## config.mk

```make
export PLATFORM = sky130hd
export DESIGN_NAME = ray_generator_flat
export DESIGN_NICKNAME = d
export VERILOG_FILES = /design/src/rtl/ray_generator_if.sv /design/src/rtl/ray_generator.sv /design/src/flat_wrapper.sv
export SDC_FILE = /design/constraint.sdc
export NUM_CORES = 1
export LEC_CHECK = 0
export ABC_CLOCK_PERIOD_IN_PS = 10720
export BUFFER_PORTS_ARGS = -buffer_cell sky130_fd_sc_hd__buf_4
export CAP_MARGIN = 10
export CORE_MARGIN = 5
export CORE_UTILIZATION = 40
export DETAILED_ROUTE_END_ITERATION = 8
export PLACE_DENSITY = 0.71
export SYNTH_ARGS = -nofsm -noshare
export SYNTH_HDL_FRONTEND = slang
export SYNTH_SLANG_ARGS = --single-unit
```

## constraint.sdc

```tcl
create_clock -name clk_render -period 10.72 [get_ports clk_render]
set_input_delay 1.608 -clock clk_render [delete_from_list [all_inputs] [get_ports clk_render]]
set_output_delay 1.608 -clock clk_render [all_outputs]
set_load 0.01 [all_outputs]
```

## src/rtl/ray_generator_if.sv

```systemverilog
// ray_generator_if: ray/t stream pair between the ray generator and the intersection unit
// Ports (signals):
//   ray_axis_tvalid/tready/tdata  ray directions, tdata[0]=x, [1]=y, [2]=z, SIZE bits each
//   t_axis_tvalid/tready/tdata    in-order t results, SIZE bits
// Modports: master = generator side, slave = intersection unit side.
interface ray_generator_if #(
    parameter int SIZE = 64
);
    logic                      ray_axis_tvalid;
    logic                      ray_axis_tready;
    logic [2:0][SIZE-1:0]      ray_axis_tdata;
    logic                      t_axis_tvalid;
    logic                      t_axis_tready;
    logic [SIZE-1:0]           t_axis_tdata;
    modport master (
        output ray_axis_tvalid, ray_axis_tdata, t_axis_tready,
        input  ray_axis_tready, t_axis_tvalid, t_axis_tdata
    );
    modport slave (
        input  ray_axis_tvalid, ray_axis_tdata, t_axis_tready,
        output ray_axis_tready, t_axis_tvalid, t_axis_tdata
    );
endinterface

```

## src/rtl/ray_generator.sv

```systemverilog
// ray_generator: walks the screen in raster order issuing one ray per pixel and pairs returned t values with pixels
// Ports:
//   clk_render  render clock
//   rst         synchronous active-high reset (aborts a frame, drops in-flight rays)
//   start       begin a frame, sampled only while idle
//   busy        high while issuing or draining a frame
//   bus         ray_generator_if.master: ray stream out, t stream in (interface SIZE must equal SIZE here)
//   pixel_valid one-cycle strobe with pixel_x/pixel_y/pixel_t of a returned result
//   frame_done  one-cycle strobe alongside the last pixel of the frame
// Build option: RAY_GEN_FRAME_LOOP_EN restarts the next frame straight after the last result.
module ray_generator #(
    parameter int SIZE            = 64,
    parameter int H_RES           = 320,
    parameter int V_RES           = 180,
    parameter int FOCAL           = 256,
    parameter int MAX_OUTSTANDING = 16
) (
    input  logic                       clk_render,
    input  logic                       rst,
    input  logic                       start,
    output logic                       busy,
    ray_generator_if.master            bus,
    output logic                       pixel_valid,
    output logic [$clog2(H_RES)-1:0]   pixel_x,
    output logic [$clog2(V_RES)-1:0]   pixel_y,
    output logic [SIZE-1:0]            pixel_t,
    output logic                       frame_done
);
    localparam int XW = $clog2(H_RES);
    localparam int YW = $clog2(V_RES);
    localparam int OW = $clog2(MAX_OUTSTANDING + 1);

    typedef enum logic [1:0] {IDLE, RUN, DRAIN} state_t;

`ifdef RAY_GEN_FRAME_LOOP_EN
    localparam state_t FRAME_END = RUN;
`else
    localparam state_t FRAME_END = IDLE;
`endif

    state_t        state;
    logic [XW-1:0] ix, rx;
    logic [YW-1:0] iy, ry;
    logic [OW-1:0] outstanding;
    logic          ray_hs, t_hs, i_wrap, i_last, r_wrap, r_last;

    // tvalid depends only on state and credit; credit can only shrink while a ray waits,
    // so a raised tvalid and its (ix,iy)-derived tdata stay put until the handshake.
    assign bus.ray_axis_tvalid = state == RUN && outstanding < OW'(MAX_OUTSTANDING);
    assign bus.t_axis_tready   = outstanding != '0;
    assign bus.ray_axis_tdata  = bus.ray_axis_tvalid
                               ? {SIZE'(FOCAL), SIZE'(V_RES / 2) - SIZE'(iy), SIZE'(ix) - SIZE'(H_RES / 2)}
                               : '0;
    assign busy   = state != IDLE;
    assign ray_hs = bus.ray_axis_tvalid && bus.ray_axis_tready;
    assign t_hs   = bus.t_axis_tvalid && bus.t_axis_tready;
    assign i_wrap = ix == XW'(H_RES - 1);
    assign i_last = i_wrap && iy == YW'(V_RES - 1);
    assign r_wrap = rx == XW'(H_RES - 1);
    assign r_last = r_wrap && ry == YW'(V_RES - 1);

    always_ff @(posedge clk_render) begin
        if (rst) begin
            state       <= IDLE;
            ix          <= '0;
            iy          <= '0;
            rx          <= '0;
            ry          <= '0;
            outstanding <= '0;
            pixel_valid <= 1'b0;
            pixel_x     <= '0;
            pixel_y     <= '0;
            pixel_t     <= '0;
            frame_done  <= 1'b0;
        end else begin
            state <= (state == IDLE && start)          ? RUN
                   : (state == RUN && ray_hs && i_last) ? DRAIN
                   : (state == DRAIN && t_hs && r_last) ? FRAME_END
                   : state;
            outstanding <= outstanding + OW'(ray_hs) - OW'(t_hs);
            pixel_valid <= t_hs;
            frame_done  <= t_hs && r_last;
            if (ray_hs) begin
                ix <= i_wrap ? '0 : ix + XW'(1);
                iy <= i_last ? '0 : i_wrap ? iy + YW'(1) : iy;
            end
            if (t_hs) begin
                pixel_x <= rx;
                pixel_y <= ry;
                pixel_t <= bus.t_axis_tdata;
                rx      <= r_wrap ? '0 : rx + XW'(1);
                ry      <= r_last ? '0 : r_wrap ? ry + YW'(1) : ry;
            end
        end
    end
endmodule
```

## src/flat_wrapper.sv

```systemverilog
// flat-port wrapper written by rule: the top's interface ports become plain ports
module ray_generator_flat 
#(
    parameter int SIZE            = 64,
    parameter int H_RES           = 320,
    parameter int V_RES           = 180,
    parameter int FOCAL           = 256,
    parameter int MAX_OUTSTANDING = 16
)
  (clk_render, rst, start, busy, pixel_valid, pixel_x, pixel_y, pixel_t, frame_done, bus_ray_axis_tvalid, bus_ray_axis_tdata, bus_t_axis_tready, bus_ray_axis_tready, bus_t_axis_tvalid, bus_t_axis_tdata);
  ray_generator_if #(.SIZE(SIZE)) bus_i ();
  input  logic clk_render;
  input  logic rst;
  input  logic start;
  output logic busy;
  output logic pixel_valid;
  output logic [$clog2(H_RES)-1:0] pixel_x;
  output logic [$clog2(V_RES)-1:0] pixel_y;
  output logic [SIZE-1:0] pixel_t;
  output logic frame_done;
  output wire logic [$bits(bus_i.ray_axis_tvalid)-1:0] bus_ray_axis_tvalid;
  output wire logic [$bits(bus_i.ray_axis_tdata)-1:0] bus_ray_axis_tdata;
  output wire logic [$bits(bus_i.t_axis_tready)-1:0] bus_t_axis_tready;
  input wire logic [$bits(bus_i.ray_axis_tready)-1:0] bus_ray_axis_tready;
  input wire logic [$bits(bus_i.t_axis_tvalid)-1:0] bus_t_axis_tvalid;
  input wire logic [$bits(bus_i.t_axis_tdata)-1:0] bus_t_axis_tdata;
  assign bus_ray_axis_tvalid = bus_i.ray_axis_tvalid;
  assign bus_ray_axis_tdata = bus_i.ray_axis_tdata;
  assign bus_t_axis_tready = bus_i.t_axis_tready;
  assign bus_i.ray_axis_tready = bus_ray_axis_tready;
  assign bus_i.t_axis_tvalid = bus_t_axis_tvalid;
  assign bus_i.t_axis_tdata = bus_t_axis_tdata;
  ray_generator #(.SIZE(SIZE), .H_RES(H_RES), .V_RES(V_RES), .FOCAL(FOCAL), .MAX_OUTSTANDING(MAX_OUTSTANDING)) u_core (.clk_render(clk_render), .rst(rst), .start(start), .busy(busy), .bus(bus_i), .pixel_valid(pixel_valid), .pixel_x(pixel_x), .pixel_y(pixel_y), .pixel_t(pixel_t), .frame_done(frame_done));
endmodule
```

==> Flow_metrics.wiki, run 1 <==
{| class="wikitable"
! Metric !! Value
|-
| Buffers inserted by post-CTS timing repair || 0
|-
| Maximum count of clock buffers along a single path || 2
|-
| WHS || 451 ps
|-
| Count of yosys warnings during synthesis || 0
|-
| Power per unit of standard cell area || 185 mW/mm²
|-
| Reg-to-Reg End || u_core.outstanding[4]
|-
| Core region area || 0.0164 mm²
|-
| NumNets Final || 1,059
|-
| Data required time of the critical path || 9110 ps
|-
| Standard-cell row count || 47
|-
| Critical path endpoint || bus_ray_axis_tdata[118]
|-
| Number of flops mapped to enable cells by yosys || 0
|-
| Path length in cells of the critical path || 6
|-
| DRC marker count from the first detailed-route iteration || 249
|-
| Post-synthesis async set-or-reset flop share || 0%
|-
| Fraction of layout cells with a size suffix above 1 || 33.7%
|-
| X dimension of the die || 139 µm
|-
| Leading cell type in the layout, fill and taps excluded || buf_4
|-
| Filler instances || 1,596
|-
| Effective utilization at floorplan || 40.3%
|-
| Mapped cell area || 0.00661 mm²
|-
| Register area share after synthesis || 37.5%
|-
| Arrival time of the worst setup path || 2620 ps
|-
| Leak Pwr || 3.82 nW
|-
| Area of the die || 0.0192 mm²
|-
| Kind of launch point of the worst setup path || register
|-
| Slowest stage cell on the critical path || nor2_4
|-
| Kind of cell adding the most delay to the critical path || simple AND/OR/NAND/NOR gates
|-
| Startpoint of the worst setup timing path || u_core.iy[0]
|-
| Final Max Slew Viols || 0
|-
| Max-Slew Margin vs Limit || 19.9%
|-
| Gate count after technology mapping || 827
|-
| Wire length of the first global-routing pass || 24.8 mm
|-
| Count of endpoints failing hold in the final timing report || 0
|-
| Routed via count || 5,502
|-
| Routed WL per cell || 13.1 µm
|-
| Source-to-sink clock delay at the later pin of the worst-skew pair || 420 ps
|-
| Slew @ Worst Pin || 1200 ps
|-
| Area grow syn2layout || 25.3%
|-
| Crit path time final || 4230 ps
|-
| First drt pass iteration count || 4
|-
| Worst setup path class || reg2out
|-
| Top-level I/O count || 347
|-
| Overflow left after global routing || 0
|-
| Maximum operating frequency || 236 MHz
|-
| Final RePlAce weighted congestion || 0.760
|-
| Buffering stage count on the worst path with inverters included || 1
|-
| Highest-count cells in the layout ignoring fill and taps || buf_4 (287), nand2_1 (185), dfxtp_1 (124)
|-
| Status || complete, no violations
|-
| Maximum number of pins on one net before global-route repair || 114
|-
| TritonCTS clock tree || built
|-
| Number of vias per cell after detailed routing || 4.55
|-
| Routed WL || 15.8 mm
|-
| Detail Placement HPWL || 11.2 mm
|-
| Total Routing Usage GR || 15.4%
|-
| Clock transition at the register clock pins on the worst setup and hold paths after CTS || 60 ps
|-
| Num Clock Sinks || 124
|-
| Num CTS Buffers || 17
|-
| Ant. Diodes || 0
|-
| Number of setup violations in the final report || 0
|-
| Most used flip-flop cell after synthesis || dfxtp_1
|-
| Vertical die dimension || 139 µm
|-
| Avg Inst Size Synth || 7.99 µm²
|-
| Master cell of the clock root buffer || clkbuf_16
|-
| RSZ-0062 raised after global routing || no
|-
| Multi-input gate area in the final layout || 0.00277 mm²
|-
| Type of the worst min-delay path || reg2reg
|-
| Area of all sequential standard cells || 0.00248 mm²
|-
| Hold-fix buffers, CTS || 0
|-
| Number of antenna violations at the first check in global routing || 0
|-
| Worst path max stage delay || 780 ps
|-
| DRC || 0
|-
| Largest clock skew in the final design || 17.5 ps
|-
| Worst setup slack for register-to-register paths || 7770 ps
|-
| Number of violations of the max-capacitance limit || 0
|-
| Setup TNS || 0 ps
|-
| Worst IR drop on VDD || 0.138 mV
|-
| Maximum fanout count along the critical path || 56
|-
| RR Startpoint || u_core.outstanding[3]
|-
| Number of buffers inserted by port buffering || 283
|-
| CTS H-Tree Depth || 4
|-
| Number of global-route vias before repair || 4,903
|-
| Number of nets still failing antenna checks after routing || 0
|-
| Cells traversed along the worst timing path || ha_1 > o21a_1 > a21o_1 > a21oi_1 > nor2_4 > buf_4
|-
| Nature of the critical path endpoint || output pin
|-
| Share of the core filled with cells || 50.5%
|-
| Worst Reg2Reg Path Length in Cells || 14
|-
| Period utilisation layout || 39.5%
|-
| Seq cells post-synth || 124
|-
| Synth unique cells || 53
|-
| Gates resized, CTS repair || 0
|}
==> power by group <==
part	switching (mW)	internal, mW	total, mW	leakage (nW)
Clock	0.205	0.321	0.526	0.272
Combinational	0.263	0.198	0.462	2.53
Sequential	0.0307	0.518	0.549	1.01
==> cell families after synthesis <==
| family | Yosys count | synth area share [%] |
|---|---|---|
| AO/OA/AOI/OAI | 137 | 11.3 |
| XOR/XNOR | 18 | 2.38 |
| adder cells (fa/ha/maj) | 13 | 2.57 |
| buffers and inverters | 234 | 24.3 |
| flip-flops | 124 | 37.5 |
| multiplexers | 1 | 0.151 |
| other | 1 | 0.0567 |
| AND/OR/NAND/NOR | 299 | 21.7 |
==> metrics by stage <==
stage,total power [mW],setup WS (ps),cells,instance area (µm²)
2_1_floorplan,0.911,4930,889,6840
3_3_place_gp,1.02,7000,1178,7740
3_5_place_dp,1.03,6900,1178,7740
4_1_cts,1.56,6440,1209,8280
5_1_grt,1.63,6200,1209,8280
6_report,1.54,6490,1209,8280
==> Yosys cell counts, types with 3 or more instances <==
cell type	number	share of area, %
nand2_1	185	11
buf_4	173	20
dfxtp_1	124	38
a21oi_1	106	8.0
clkbuf_1	29	1.6
nor2_1	17	0.97
inv_1	14	0.79
nand3_1	13	0.98
ha_1	12	2.3
nand4_1	11	1.0
nor3_1	11	0.83
xor2_1	11	1.5
and2_1	9	0.85
buf_6	9	1.5
o21ai_0	9	0.68
nor2b_1	8	0.76
or4_1	7	0.79
xnor2_1	7	0.93
buf_2	6	0.45
or3_1	6	0.57
and4_1	5	0.66
a31oi_1	4	0.38
nor3_2	4	0.61
o31ai_1	4	0.45
and3_1	3	0.28
nand2b_1	3	0.28
==> metal layers <==
| metal | global-route usage (%) | up-vias | part of all wire (%) |
|---|---|---|---|
| met5 | 0 | - | 0 |
| met4 | 6.76 | 0 | 1.9 |
| met3 | 5.83 | 20 | 8.6 |
| met2 | 25.8 | 202 | 50 |
| met1 | 17.6 | 2491 | 40 |
| li1 | - | 2789 | - |
==> tightest hold or removal path: stages (launching register included) <==
cell and delay, ps:
dfxtp_1 300, nand2_1 50, a21oi_1 50
==> state kept, by name, indices dropped and copies added (netlist names) <==
signal and flops:
u_core.rx 9, u_core.pixel_t 64, u_core.outstanding 5, u_core.state 2, u_core.pixel_valid 1, u_core.ix 9, u_core.ry 8, u_core.iy 8
u_core.pixel_x 9, u_core.frame_done 1, u_core.pixel_y 8
==> cell type report <==
type                    count  share of cell area, %
multi-input cells         531                   33.4
well taps                 220                   3.32
clock inverters            12                   1.19
clock buffers              19                   5.35
repair buffers            287                   26.0
inverters                  16                  0.725
flip-flops and latches    124                   30.0
==> how the worst min path moves through the flow <==
stage | startpoint | to | cells after the start
after floorplan | u_core.ry[7] | u_core.pixel_y[7] | 2
after global routing | u_core.pixel_t[41] | u_core.pixel_t[41] | 2
final | u_core.pixel_t[0] | u_core.pixel_t[0] | 2
after detailed placement | u_core.pixel_t[43] | u_core.pixel_t[43] | 2
after CTS | u_core.pixel_y[1] | u_core.pixel_y[1] | 2
after global placement | u_core.pixel_t[57] | u_core.pixel_t[57] | 2
Note: power is estimated with default switching activity, not from simulation.
==> inputs of run 2 (changes only) <==
--- a/config.mk
+++ b/config.mk
@@ -5,7 +5,8 @@
 export SDC_FILE = /design/constraint.sdc
 export NUM_CORES = 1
 export LEC_CHECK = 0
-export ABC_CLOCK_PERIOD_IN_PS = 10720
+export ABC_AREA = 1
+export ABC_CLOCK_PERIOD_IN_PS = 4000
 export BUFFER_PORTS_ARGS = -buffer_cell sky130_fd_sc_hd__buf_4
 export CAP_MARGIN = 10
 export CORE_MARGIN = 5
==> constraint.sdc (replaced) <==
create_clock -name clk_render -period 4 [get_ports clk_render]
set_input_delay 0.6 -clock clk_render [delete_from_list [all_inputs] [get_ports clk_render]]
set_output_delay 0.6 -clock clk_render [all_outputs]
set_load 0.01 [all_outputs]
==> Flow_metrics.wiki, run 2 <==
{| class="wikitable"
! Metric !! Value
|-
| Status || complete, no violations
|-
| Count of endpoints failing hold in the final timing report || 0 (unchanged)
|-
| Seq cells post-synth || 124 (unchanged)
|-
| Worst IR drop on VDD || 0.403 mV (+190%)
|-
| Instance area after placement || 0.00800 mm² (+3.3%)
|-
| Top post-synthesis cells by count || nor2_1 (192), buf_4 (179), dfxtp_1 (124)
|-
| WHS || 431 ps (-20.2 ps)
|-
| RR Startpoint || u_core.outstanding[3]
|-
| Synth unique cells || 35 (-34%)
|-
| Number of nets still failing antenna checks after routing || 0 (unchanged)
|-
| Slowest stage cell on the critical path || nor2_4
|-
| Worst Reg2Reg Path Length in Cells || 15 (+1)
|-
| Number of flops mapped to enable cells by yosys || 0 (unchanged)
|-
| Number of antenna violations at the first check in global routing || 0 (unchanged)
|-
| Worst setup slack before clock tree synthesis || 1310 ps (-5590 ps)
|-
| Final Instance Area || 0.00853 mm² (+3.0%)
|-
| Detail Placement HPWL || 12.8 mm (+15%)
|-
| Period utilisation layout || 76.9%
|-
| Maximum fanout count along the critical path || 55 (-1.8%)
|-
| Source-to-sink clock delay at the later pin of the worst-skew pair || 410 ps (about the same)
|-
| Clock transition at the register clock pins on the worst setup and hold paths after CTS || 60 ps (about the same)
|-
| Largest clock skew in the final design || 5.89 ps (-11.6 ps)
|-
| X dimension of the die || 140 µm (+1.3%)
|-
| Maximum count of clock buffers along a single path || 2 (unchanged)
|-
| Sink of the worst hold path || u_core.pixel_t[0]
|-
| CTS H-Tree Depth || 4 (unchanged)
|-
| Vertical die dimension || 140 µm (+1.3%)
|-
| NumNets Final || 1,168 (+10%)
|-
| Ant. Diodes || 0 (unchanged)
|-
| Worst setup path class || reg2out
|-
| Cell depth of the worst min-delay path || 3 (+1)
|-
| Post-synthesis async set-or-reset flop share || 0% (unchanged)
|-
| Top-level I/O count || 347 (unchanged)
|-
| Max-Slew Margin vs Limit || 31.0% (+11 points)
|-
| Wire length of the first global-routing pass || 27.0 mm (+9.0%)
|-
| Most flops, register || u_core.pixel_t
|-
| Area of all sequential standard cells || 0.00248 mm² (unchanged)
|-
| Reg-to-Reg End || u_core.outstanding[4]
|-
| Avg Inst Size Synth || 7.36 µm² (-7.9%)
|-
| Master cell of the clock root buffer || clkbuf_16
|-
| Mapped cell area || 0.00680 mm² (+2.9%)
|-
| Count of yosys warnings during synthesis || 0 (unchanged)
|-
| Arrival time of the worst setup path || 2480 ps (-140 ps)
|-
| Routed via count || 5,839 (+6.1%)
|-
| DRC || 0 (unchanged)
|-
| Fraction of post-synthesis cell area in the top cell type by area || 36.5% (-1.1 points)
|-
| Data required time of the critical path || 3400 ps (-5710 ps)
|-
| Final RePlAce weighted congestion || 0.870 (+15%)
|-
| TritonCTS clock tree || built
|-
| First drt pass iteration count || 4 (unchanged)
|-
| Number of global-route vias before repair || 5,489 (+12%)
|-
| Slew @ Worst Pin || 1030 ps (-167 ps)
|-
| Core region area || 0.0166 mm² (+1.4%)
|-
| Nature of the critical path endpoint || output pin
|-
| Maximum operating frequency || 325 MHz
|-
| Worst hold start || bus_t_axis_tdata[0]
|-
| Number of setup violations in the final report || 0 (unchanged)
|-
| Routed WL || 17.2 mm (+8.5%)
|-
| Most used flip-flop cell after synthesis || dfxtp_1
|-
| Gates resized, CTS repair || 0 (unchanged)
|-
| Kind of launch point of the worst setup path || register
|-
| Max reg flops || 64 (unchanged)
|-
| Effective utilization at floorplan || 40.9% (+0.58 points)
|-
| Buffers inserted by post-CTS timing repair || 0 (unchanged)
|-
| Cells traversed along the worst timing path || inv_2 > nand3_4 > inv_2 > o21ai_0 > nor2_4 > buf_4
|-
| DRC marker count from the first detailed-route iteration || 303 (+22%)
|-
| Most instantiated library cell after synthesis || nor2_1
|-
| Multi-input gate area in the final layout || 0.00282 mm² (+1.8%)
|-
| Number of buffers inserted by port buffering || 283 (unchanged)
|-
| Standard-cell row count || 47 (unchanged)
|-
| Maximum number of pins on one net before global-route repair || 101 (-11%)
|-
| RSZ-0062 raised after global routing || no
|-
| Highest-count cells in the layout ignoring fill and taps || buf_4 (286), nor2_1 (191), dfxtp_1 (124)
|-
| Final total power || 4.66 mW (+200%)
|-
| Worst setup slack for register-to-register paths || 1490 ps (-6280 ps)
|-
| Most used cell, CP || inv_2
|-
| Num CTS Buffers || 17 (unchanged)
|-
| Setup TNS || 0 ps (unchanged)
|-
| Crit path time final || 3080 ps
|-
| Number of violations of the max-capacitance limit || 0 (unchanged)
|-
| Leak Pwr || 4.10 nW (+7.4%)
|-
| Area of the die || 0.0197 mm² (+2.7%)
|-
| Type of the worst min-delay path || in2reg
|-
| Filler instances || 1,627 (+1.9%)
|-
| Num Clock Sinks || 124 (unchanged)
|-
| Worst path max stage delay || 760 ps (-20 ps)
|-
| Number of vias per cell after detailed routing || 4.43 (-2.7%)
|-
| Worst Slack Setup Final || 923 ps (-5570 ps)
|-
| Total Routing Usage GR || 16.5% (+1.1 points)
|-
| Largest area contributor in the synthesized netlist || dfxtp_1
|-
| Area grow syn2layout || 25.4%
|-
| Top cells by area in the synthesized netlist || dfxtp_1 (36%), buf_4 (20%), nor2_1 (11%)
|-
| Final Max Slew Viols || 0 (unchanged)
|-
| Fraction of layout cells with a size suffix above 1 || 32.8% (-0.82 points)
|-
| Register area share after synthesis || 36.5% (-1.1 points)
|-
| Routed WL per cell || 13.0 µm (-0.54%)
|-
| Power per unit of standard cell area || 546 mW/mm² (+190%)
|-
| Hold-fix buffers, CTS || 0 (unchanged)
|-
| Gate count after technology mapping || 924 (+12%)
|-
| Overflow left after global routing || 0 (unchanged)
|-
| Leading cell type in the layout, fill and taps excluded || buf_4
|}
==> run 2: cell types whose count changed in the layout (fill, tap and decap cells not counted), moves of 16 or more <==
cell	before	now
inv_1	14	57
nand3_1	13	29
nor2_1	16	191
o21ai_0	9	85
a21oi_1	106	45
nand2_1	185	98
==> run 2: power breakdown <==
| part | switching (mW) | leakage [nW] | internal (mW) |
|---|---|---|---|
| combinational | 0.936 | 2.82 | 0.718 |
| clock | 0.576 | 0.259 | 0.809 |
| sequential | 0.135 | 1.02 | 1.48 |
| total | 1.65 | 4.10 | 3.01 |
==> run 2: cell type report <==
class	count	share of cell area (%)
Timing Repair Buffer	287	25.4
Sequential cell	124	29.1
Clock inverter	13	1.11
Clock buffer	19	5.19
Multi-Input combinational cell	589	33.0
Tap cell	220	3.23
Inverter	67	2.95
==> run 2: stage by stage <==
stage	utilization [%]	instances
after floorplan	-	986
after global placement	48.0	1287
after detailed placement	48.0	1287
after CTS	51.3	1319
after global routing	51.3	1319
final	51.3	1319
==> run 2: cell families after synthesis <==
kind of cell               after synthesis  synth area share, %
other                                    1               0.0551
AOI/OAI and AO/OA                      145                 11.2
DFF                                    124                 36.5
and+or+nand+nor                        359                 22.9
adders and majority gates               13                 2.50
xor gates and xnor gates                 9                 1.16
buffers and inverters                  273                 25.8
==> run 2: worst max-delay path by stage <==
stage,slack [ps],cells after the start,from,to
finish,920,6,u_core.outstanding[4],bus_ray_axis_tdata[9]
CTS,840,6,u_core.outstanding[4],bus_ray_axis_tdata[53]
global route,570,6,u_core.state[1],bus_ray_axis_tdata[21]
floorplan,450,6,u_core.outstanding[4],bus_ray_axis_tdata[10]
detailed placement,1310,6,u_core.outstanding[4],bus_ray_axis_tdata[53]
global placement,1420,6,u_core.outstanding[4],bus_ray_axis_tdata[53]
==> run 2: worst max-delay path: cells and delay by family, from the launching register on <==
kind | cells | cell delay, ps
AND/OR/NAND/NOR | 2 | 990
buffers and inverters | 3 | 520
flip-flops | 1 | 340
AO/OA/AOI/OAI | 1 | 180
==> run 2: routing by layer <==
metal	part of all wire, %	track usage [%]	vias to the layer above
li1	-	-	3002
met1	38	18.0	2568
met2	48	28.4	249
met3	13	8.04	20
met4	1.4	5.10	0
met5	0	0	-
==> inputs of run 3 (changes only) <==
--- a/config.mk
+++ b/config.mk
@@ -5,14 +5,14 @@
 export SDC_FILE = /design/constraint.sdc
 export NUM_CORES = 1
 export LEC_CHECK = 0
-export ABC_AREA = 1
-export ABC_CLOCK_PERIOD_IN_PS = 4000
+export ABC_AREA = 0
+export ABC_CLOCK_PERIOD_IN_PS = 2700
 export BUFFER_PORTS_ARGS = -buffer_cell sky130_fd_sc_hd__buf_4
 export CAP_MARGIN = 10
 export CORE_MARGIN = 5
 export CORE_UTILIZATION = 40
 export DETAILED_ROUTE_END_ITERATION = 8
-export PLACE_DENSITY = 0.71
+export PLACE_DENSITY = 0.74
 export SYNTH_ARGS = -nofsm -noshare
 export SYNTH_HDL_FRONTEND = slang
 export SYNTH_SLANG_ARGS = --single-unit
==> constraint.sdc (replaced) <==
create_clock -name clk_render -period 2.7 [get_ports clk_render]
set_input_delay 0.405 -clock clk_render [delete_from_list [all_inputs] [get_ports clk_render]]
set_output_delay 0.405 -clock clk_render [all_outputs]
set_load 0.01 [all_outputs]
==> Flow_metrics.wiki, run 3 (same netlist as run 1, synthesis figures left out) <==
{| class="wikitable"
! Metric !! Value
|-
| Kind of launch point of the worst setup path || register
|-
| Number of placed cells counting well taps || 1,184 (-8.0%)
|-
| Maximum count of clock buffers along a single path || 2 (unchanged)
|-
| Leak Pwr || 3.87 nW (-5.6%)
|-
| Crit path time final || 2630 ps
|-
| Power per unit of standard cell area || 745 mW/mm² (+37%)
|-
| Max-Slew Margin vs Limit || 38.6% (+7.6 points)
|-
| Vertical die dimension || 139 µm (-1.3%)
|-
| X dimension of the die || 139 µm (-1.3%)
|-
| Cells traversed along the worst timing path || ha_1 > o21a_1 > a21o_1 > a21oi_2 > nor2_2 > buf_4
|-
| Data required time of the critical path || 2300 ps (-1100 ps)
|-
| Clock transition at the register clock pins on the worst setup and hold paths after CTS || 60 ps (about the same)
|-
| Multi-input gate area in the final layout || 0.00283 mm² (+0.27%)
|-
| Maximum fanout count along the critical path || 14 (-75%)
|-
| Total Routing Usage GR || 15.5% (-1.0 points)
|-
| Arrival time of the worst setup path || 2220 ps (-260 ps)
|-
| Type of the worst min-delay path || in2reg
|-
| Num CTS Buffers || 17 (unchanged)
|-
| Routed WL per cell || 13.5 µm (+3.2%)
|-
| Effective utilization at floorplan || 40.3% (-0.58 points)
|-
| Fraction of layout cells with a size suffix above 1 || 34.9% (+2.0 points)
|-
| Worst IR drop on VDD || 0.574 mV (+42%)
|-
| Nature of the critical path endpoint || output pin
|-
| Area grow syn2layout || 27.7%
|-
| Wire length of the first global-routing pass || 25.2 mm (-6.5%)
|-
| Share of the core filled with cells || 51.4% (+0.17 points)
|-
| Number of setup violations in the final report || 0 (unchanged)
|-
| NumNets Final || 1,067 (-8.6%)
|-
| Routed WL || 16.4 mm (-4.7%)
|-
| Source-to-sink clock delay at the later pin of the worst-skew pair || 410 ps (about the same)
|-
| Detail Placement HPWL || 11.3 mm (-12%)
|-
| Slew @ Worst Pin || 921 ps (-113 ps)
|-
| Number of violations of the max-capacitance limit || 0 (unchanged)
|-
| Number of antenna violations at the first check in global routing || 0 (unchanged)
|-
| Leading cell type in the layout, fill and taps excluded || buf_4
|-
| Max reg flops || 64 (unchanged)
|-
| Final total power || 6.29 mW (+35%)
|-
| Final non-filler cell total || 1,218 (-7.7%)
|-
| Period utilisation layout || 97.3%
|-
| TritonCTS clock tree || built
|-
| Worst hold start || bus_t_axis_tdata[35]
|-
| Area of the die || 0.0192 mm² (-2.6%)
|-
| Number of nets still failing antenna checks after routing || 0 (unchanged)
|-
| Ant. Diodes || 0 (unchanged)
|-
| Core region area || 0.0164 mm² (-1.4%)
|-
| Area of all sequential standard cells || 0.00248 mm² (unchanged)
|-
| CTS H-Tree Depth || 4 (unchanged)
|-
| Setup TNS || 0 ps (unchanged)
|-
| Hold-fix buffers, CTS || 0 (unchanged)
|-
| Worst setup slack for register-to-register paths || 140 ps (-1350 ps)
|-
| Final Max Slew Viols || 0 (unchanged)
|-
| Largest clock skew in the final design || 5.63 ps (-0.260 ps)
|-
| Sink of the worst hold path || u_core.pixel_t[35]
|-
| Count of endpoints failing hold in the final timing report || 0 (unchanged)
|-
| First drt pass iteration count || 6 (+2)
|-
| Final RePlAce weighted congestion || 0.791 (-9.1%)
|-
| Slowest stage cell on the critical path || nor2_2
|-
| Reg-to-Reg End || u_core.outstanding[4]
|-
| Number of buffers inserted by port buffering || 283 (unchanged)
|-
| Master cell of the clock root buffer || clkbuf_16
|-
| Overflow left after global routing || 0 (unchanged)
|-
| RR Startpoint || u_core.outstanding[3]
|-
| Worst path max stage delay || 530 ps (-230 ps)
|-
| Filler instances || 1,569 (-3.6%)
|-
| Standard-cell row count || 47 (unchanged)
|-
| Most flops, register || u_core.pixel_t
|-
| Highest-count cells in the layout ignoring fill and taps || buf_4 (291), nand2_1 (185), dfxtp_1 (124)
|-
| Number of global-route vias before repair || 5,074 (-7.6%)
|-
| Worst setup path class || reg2out
|-
| Status || complete, no violations
|-
| Worst Reg2Reg Path Length in Cells || 14 (-1)
|-
| Cell depth of the worst min-delay path || 3 (unchanged)
|-
| DRC || 0 (unchanged)
|-
| RSZ-0062 raised after global routing || yes
|-
| Maximum number of pins on one net before global-route repair || 88 (-13%)
|-
| Routed via count || 5,575 (-4.5%)
|-
| DRC marker count from the first detailed-route iteration || 244 (-19%)
|-
| Number of vias per cell after detailed routing || 4.58 (+3.4%)
|-
| Top-level I/O count || 347 (unchanged)
|-
| Maximum operating frequency || 381 MHz
|-
| Num Clock Sinks || 124 (unchanged)
|}
==> run 3: metal layers <==
| layer | up-vias | part of all wire, % | track usage [%] |
|---|---|---|---|
| li1 | 2809 | - | - |
| met3 | 21 | 8.3 | 5.97 |
| met4 | 0 | 2.0 | 5.20 |
| met2 | 220 | 50 | 26.8 |
| met5 | - | 0 | 0 |
| met1 | 2525 | 40 | 17.6 |
==> run 3: final cells by class <==
class | instances | area share, %
Clock buffer | 21 | 5.46
Clock inverter | 11 | 1.39
Sequential cell | 124 | 29.4
Multi-Input combinational cell | 533 | 33.5
Inverter | 16 | 0.741
Tap cell | 220 | 3.26
Timing Repair Buffer | 293 | 26.3
==> run 3: timing repair <==
| item | CTS | global route |
|---|---|---|
| pin swaps | 0 | 1 |
| cloned | 1 | 1 |
| setup endpoints to repair | 56 | 112 |
| buffers inserted | 0 | 0 |
| gates resized for setup | 1 | 5 |
==> run 3: worst max-delay path: cells and delay by family, from the launching register on <==
family | cells | cell delay [ps]
adder cells (fa/ha/maj) | 1 | 190
AO/OA/AOI/OAI | 3 | 460
buffers and inverters | 1 | 230
AND/OR/NAND/NOR | 1 | 530
flip-flops | 1 | 400
==> run 3: worst max path at each step <==
stage                                      from                      end  slack, ps  cells past startpoint
after floorplan           u_core.outstanding[3]    u_core.outstanding[4]         10                     16
after global placement    u_core.outstanding[3]    u_core.outstanding[4]        190                     14
after detailed placement  u_core.outstanding[3]    u_core.outstanding[4]         80                     14
after CTS                          u_core.iy[0]  bus_ray_axis_tdata[102]         30                      6
after global routing               u_core.iy[0]   bus_ray_axis_tdata[97]        -70                      6
final                              u_core.iy[0]   bus_ray_axis_tdata[83]         70                      6
==> run 3: power breakdown <==
| group | leakage [nW] | internal [mW] | switching, mW | total, mW |
|---|---|---|---|---|
| clock network | 0.283 | 1.40 | 0.800 | 2.20 |
| logic | 2.58 | 0.833 | 1.07 | 1.90 |
| registers | 1.01 | 2.06 | 0.128 | 2.19 |
| total | 3.87 | 4.29 | 2.00 | 6.29 |
==> run 3: through the flow <==
stage	instance area (µm²)	hold slack, ps	setup slack [ps]
6_report	8440	240	72.0
3_5_place_dp	7830	447	84.4
2_1_floorplan	6890	454	14.1
4_1_cts	8420	221	32.5
5_1_grt	8440	224	-71.7
3_3_place_gp	7830	442	186
